==> config.mk <==
export PLATFORM = sky130hd
export DESIGN_NAME = mem_arbiter
export DESIGN_NICKNAME = d
export VERILOG_FILES = /design/src/rtl/mem_arbiter.sv
export SDC_FILE = /design/constraint.sdc
export NUM_CORES = 1
export LEC_CHECK = 0
export BUFFER_PORTS_ARGS = -buffer_cell sky130_fd_sc_hd__buf_2
export CAP_MARGIN = 20
export CORE_MARGIN = 3
export CORE_UTILIZATION = 40
export DETAILED_ROUTE_END_ITERATION = 8
export HOLD_SLACK_MARGIN = 0.15
export PLACE_DENSITY = 0.74
export SLEW_MARGIN = 20
export SYNTH_ARGS = -nofsm -noshare
export SYNTH_HDL_FRONTEND = slang
export SYNTH_SLANG_ARGS = --single-unit
==> constraint.sdc <==
create_clock -name clk -period 2.3 [get_ports clk]
set_clock_uncertainty 0.2 [all_clocks]
set_input_delay 0.23 -clock clk [delete_from_list [all_inputs] [get_ports clk]]
set_output_delay 0.23 -clock clk [all_outputs]
set_load 0.02 [all_outputs]
==> src/rtl/mem_arbiter.sv <==
// rtl/mem_arbiter.sv - two-requester round-robin arbiter onto a single word-addressed memory port
// Partial-byte writes from requester 1 become a read-modify-write over two cycles.
module mem_arbiter (
  input  logic        clk,
  input  logic        rst,
  input  logic        m0_req,
  input  logic [29:0] m0_addr,
  output logic        m0_gnt,
  output logic        m0_rvalid,
  output logic [31:0] m0_rdata,
  input  logic        m1_req,
  input  logic [29:0] m1_addr,
  input  logic        m1_wr,
  input  logic [31:0] m1_wdata,
  input  logic [3:0]  m1_be,
  output logic        m1_gnt,
  output logic        m1_rvalid,
  output logic [31:0] m1_rdata,
  output logic [29:0] mem_addr,
  output logic [31:0] mem_wdata,
  output logic        mem_wr,
  input  logic [31:0] mem_rdata
);

  typedef enum logic {ISSUE, RMW} state_e;

  state_e      state_q, state_d;
  logic        last_m1_q, last_m1_d;
  logic        rv0_q, rv0_d;
  logic        rv1_q, rv1_d;
  logic [29:0] rmw_addr_q, rmw_addr_d;
  logic [31:0] rmw_wdata_q, rmw_wdata_d;
  logic [3:0]  rmw_be_q, rmw_be_d;
  logic [31:0] merged;

  always_comb begin
    merged = mem_rdata;
    for (int i = 0; i < 4; i++) begin
      if (rmw_be_q[i]) merged[8*i +: 8] = rmw_wdata_q[8*i +: 8];
    end
  end

  always_comb begin
    m0_gnt      = 1'b0;
    m1_gnt      = 1'b0;
    mem_addr    = '0;
    mem_wdata   = '0;
    mem_wr      = 1'b0;
    state_d     = state_q;
    last_m1_d   = last_m1_q;
    rv0_d       = 1'b0;
    rv1_d       = 1'b0;
    rmw_addr_d  = rmw_addr_q;
    rmw_wdata_d = rmw_wdata_q;
    rmw_be_d    = rmw_be_q;
    if (!rst) begin
      if (state_q == RMW) begin
        mem_addr  = rmw_addr_q;
        mem_wdata = merged;
        mem_wr    = 1'b1;
        state_d   = ISSUE;
      end else begin
        // m0 wins contention only when m1 was granted last
        if (m0_req && (!m1_req || last_m1_q)) m0_gnt = 1'b1;
        else if (m1_req)                      m1_gnt = 1'b1;

        if (m0_gnt) begin
          last_m1_d = 1'b0;
          mem_addr  = m0_addr;
          rv0_d     = 1'b1;
        end else if (m1_gnt) begin
          last_m1_d = 1'b1;
          if (!m1_wr) begin
            mem_addr = m1_addr;
            rv1_d    = 1'b1;
          end else if (m1_be == 4'b1111) begin
            mem_addr  = m1_addr;
            mem_wdata = m1_wdata;
            mem_wr    = 1'b1;
          end else if (m1_be != 4'b0000) begin
            mem_addr    = m1_addr;
            rmw_addr_d  = m1_addr;
            rmw_wdata_d = m1_wdata;
            rmw_be_d    = m1_be;
            state_d     = RMW;
          end
        end
      end
    end
  end

  always_ff @(posedge clk) begin
    if (rst) begin
      state_q     <= ISSUE;
      last_m1_q   <= 1'b1;
      rv0_q       <= 1'b0;
      rv1_q       <= 1'b0;
      rmw_addr_q  <= '0;
      rmw_wdata_q <= '0;
      rmw_be_q    <= '0;
    end else begin
      state_q     <= state_d;
      last_m1_q   <= last_m1_d;
      rv0_q       <= rv0_d;
      rv1_q       <= rv1_d;
      rmw_addr_q  <= rmw_addr_d;
      rmw_wdata_q <= rmw_wdata_d;
      rmw_be_q    <= rmw_be_d;
    end
  end

  // A read granted just before reset must not report valid while reset is held
  assign m0_rvalid = rv0_q & ~rst;
  assign m1_rvalid = rv1_q & ~rst;
  assign m0_rdata  = mem_rdata;
  assign m1_rdata  = mem_rdata;

endmodule

* After elaboration in Yosys (flattened, before gate mapping)
Index checks and enable logic that the tools add are counted.
** Operators by class
- Equality and inequality tests :: 1
- Reduce and logical (&&, ||, !) cells :: 10
- Mux-type cells :: 39
- Bitwise logic cells :: 8
** Operators with widths (count)
- two-way mux 30 bit :: 7
- two-way mux 32 bit :: 6
- two-way mux 8 bit :: 4
- two-way mux 1 bit :: 22
- inverter 1 bit :: 6
- AND reduction 6 bit :: 1
- OR reduction 6 bit :: 1
- == test 4 bit (second input constant) :: 1
- nonzero test 4 bit :: 1
- OR reduction 4 bit :: 1
- bitwise AND 1 bit :: 2
- AND reduction 2 bit :: 1
- nonzero test 2 bit :: 1
- OR reduction 2 bit :: 1
- logical AND 1 bit :: 1
- logical NOT 1 bit :: 1
- logical OR 1 bit :: 1
** Storage, ports and cells
- Register bits after elaboration :: 70
- Bits of input ports :: 133
- Logic and storage cells :: 65

* Logic depth before layout (Yosys ltp)
- Word-level depth :: 10
- Depth in mapped cells :: 7

* Worst setup path after synthesis
No wires, ideal clock.
- Path kind :: input to output
- From :: input m0_req
- To :: output mem_addr[0]
- Path buffers :: 2
- Stages on the path :: 5
- Data required time :: 1.870 ns
- Arrival time :: 1.653 ns
- Setup slack :: 0.217 ns
- Cell sequence :: clkbuf_1 > a21boi_1 > clkbuf_1 > o211ai_1 > a221oi_1
** On the way
- Word-level cells in the longest chain between the ends :: 8
** RTL lines
- start, declared :: line 6 : input logic m0_req,
- logical AND 1 bit (*) :: line 64 : if (m0_req && (!m1_req || last_m1_q)) m0_gnt = 1'b1;
- two-way mux 1 bit :: line 64
- two-way mux 1 bit :: line 57 : if (state_q == RMW) begin
- two-way mux 1 bit :: line 56 : if (!rst) begin
- two-way mux 30 bit :: line 71 : end else if (m1_gnt) begin
- two-way mux 30 bit (*) :: line 67 : if (m0_gnt) begin
- two-way mux 30 bit (*) :: line 57
- two-way mux 30 bit (*) :: line 56
- end, declared :: line 19 : output logic [29:0] mem_addr,
Mark *: on every way between the ends. The rest lies on a longest branch, timed or not. The select of a mux whose other input is x is not followed.

* Worst setup path in the final report
- From :: input m1_be[3]
- To :: register rmw_wdata_q[29]
** On the way
- Word-level cells in the longest chain between the ends :: 3
** RTL lines
- start, declared :: line 15 : input logic [3:0] m1_be,
- == test 4 bit :: line 76 : end else if (m1_be == 4'b1111) begin
- inverter 1 bit (no source line)
- AND reduction 6 bit (no source line) (*)
- end signal, assigned :: line 107 : rmw_wdata_q <= rmw_wdata_d;
- end, declared :: line 32 : logic [31:0] rmw_wdata_q, rmw_wdata_d;
Mark *: on every way between the ends. The rest lies on a longest branch, timed or not.
A chain may end at the register's enable or synchronous reset.

==> impl_results.md <==
* #FFs+latches synth at 70
* Cell Area, Placed at 6330 um2
* Fill count at 1157
* # diodes at 0
* Hold Fails Final Rpt at 0
* Final WL at 16.5 mm
* CTS tree: yes
* FF-to-FF setup slack at 130 ps
* Post-synth EDFFs at 0
* Number of max-cap violations at 0
* # Post-CTS Setup Buffers at 0
* RSZ-0062 raised after global routing: false
* Commonest non-fill, non-tap cells in the layout: 262 x buf_2, 133 x nand2b_1, 98 x mux2i_1
* Starting Density at 41.7%
* Distinct cells, synth at 31
* ANT nets after route at 0
* Highest fanout seen on the critical path at 33
* Layout cells sized above 1 at 34.4%
* Outcome: finished, final reports clean
* Syn nets at 774
* Synth warnings at 0
* Core ar. at 12900 um2
* Internal power at 0.00293 W
* CP Capture Type: flop
* Hold crit path type: in2reg
* Max Fclk at 452 MHz
* Cells after synthesis at 641
* Reg clk slew, reported paths at 60 ps
* Async set or reset register ratio after synthesis at 0%
* Number of global-route vias before repair at 4973
* Final slew viol count at 0
* Design Area, Final at 7540 um2
* Worst Tran Pin Value at 589 ps
* Input/output buffers at 263
* Final HPWL DP at 10.7 mm
* Critical Setup Path Class: in2reg
* Area Overhead vs Synth at 40.5%
* Power after layout at 0.00401 W
* Max_slew headroom at 60.7%
* Comb pwr share at 24.4%
* Vias per cell at 5.19
* Mapped Area at 5370 um2
* Gr usage total at 20.7%
* CTS max path bufs at 2
* First-pass DRT Iterations at 4
* Root Buffer: clkbuf_16
* Fin crit period at 2210 ps
* WL per Instance at 15.6 um
* Final Setup Violations at 0
* Setup TNS at 0 ps
* CTS Sinks at 70
* Final period util at 96.1%
* DRC violations left at 0
* RePlAce Congestion at 0.755
* H-Tree Depth at 3
* Startpoint types: input pin
* Nets@finish at 1012
* Critical Path RT at 2310 ps
* CTS buffer count at 9
* GR Overflow Total at 0
* Skew-Pair Late Insertion Delay at 330 ps
* Maximum VDD drop at 293 uV
* DRT iter0 DRCs at 277
* Commonest non-fill, non-tap cell in the layout: buf_2
* Die Width at 122 um
* Clk pwr share at 42.9%
* Sw Ratio at 26.8%
* Sequential element share of the synthesized area at 26.1%
* P_leak at 3.13 nW
* FP Rows at 41
* DIE HEIGHT at 122 um
* Data arrival time of the worst path at 2220 ps
* Avg Synthesized Cell Area at 8.38 um2
* Pwr Density at 531 nW/um2
* Largest net degree at the start of global routing at 73
* Global-route wire length before repair at 24.8 mm
* Vias at 5478
* Main synth FF type: dfxtp_1
* Antenna violations before repair at 1
* Ports at 264
* Sequential power share at 32.7%
* Psw at 0.00107 W
* Die area at 14800 um2
flip-flops by register name, summed over array words and instances (netlist names):
signal / cells
last_m1_q: 1
rmw_addr_q: 30
rmw_be_q: 4
rmw_wdata_q: 32
rv0_q: 1
rv1_q: 1
state_q: 1
layer usage:
layer / global-route usage, % / vias up / part of all wire, %
met2: 37.2 / 228 / 50
met3: 4.60 / 19 / 7.5
met4: 5.39 / 2 / 1.4
met5: 0 / - / 0.091
met1: 24.9 / 2540 / 41
li1: - / 2689 / -
final cells by class:
class / instances / area, um2 / share of cell area (%)
clock buffers: 10 / 239 / 3.17
clock inverters: 6 / 133 / 1.76
inverters: 32 / 120 / 1.59
multi-input cells: 408 / 3100 / 41.1
flip-flops and latches: 70 / 1400 / 18.6
well taps: 172 / 215 / 2.85
repair buffers: 358 / 2340 / 31.0
critical path, stage by stage:
cell           delay (ps)
buf_2                 110
or4_1                 540
buf_6                 210
and4_4                200
buf_16                200
mux2i_1               150
dlygate4sd3_1         570
synthesized netlist by cell type, drive strengths merged, types with 2 or more instances:
master / number / area share [%]
nand2b: 134 / 16
buf: 77 / 11
nor2b: 2 / 0.23
o22ai: 31 / 3.6
nor3: 3 / 0.28
a21oi: 2 / 0.19
nand3b: 31 / 4.3
a221oi: 30 / 4.9
inv: 31 / 2.2
dfxtp: 70 / 26
a31oi: 30 / 3.5
clkbuf: 54 / 3.8
o211ai: 30 / 4.2
nand4: 2 / 0.23
mux2i: 98 / 18
and4: 2 / 0.33
nand2: 3 / 0.21
metrics by stage:
stage	util [%]	worst slack [ps]	std cells	hold WS (ps)
2_1_floorplan	-	217	641	107
3_3_place_gp	49.2	234	962	258
3_5_place_dp	49.2	197	962	263
4_1_cts	58.1	3.71	1055	167
5_1_grt	58.6	3.08	1056	204
6_report	58.6	88.6	1056	196
worst paths after layout:
check | start | end | depth (start not counted)
setup / recovery | m1_be[3] | rmw_wdata_q[29] | 7
hold / removal | rst | state_q | 3
setup reg to reg | state_q | rmw_wdata_q[29] | 5
hold reg to reg | rmw_addr_q[16] | rmw_addr_q[16] | 2
timing repair:
item,in CTS,in global routing
endpoints found under the hold margin,68,0
resized for setup,0,9
hold buffers,77,0
setup endpoints to repair,0,24
power by group through the flow:
stage | sequential, W | combinational [W] | clock (W)
after floorplan | 0.00131 | 0.000625 | 0
after global placement | 0.00133 | 0.000851 | 0
after detailed placement | 0.00133 | 0.000857 | 0
after CTS | 0.00131 | 0.000959 | 0.00177
after global routing | 0.00131 | 0.00106 | 0.00181
final | 0.00131 | 0.000978 | 0.00172
cells by family after synthesis:
family	synth area share, %
multiplexers	18.3
buffers and inverters	16.7
flip-flops	26.1
AO/OA/AOI/OAI	17.0
AND/OR/NAND/NOR	21.9
No activity file was read; power rests on OpenSTA's default activity.
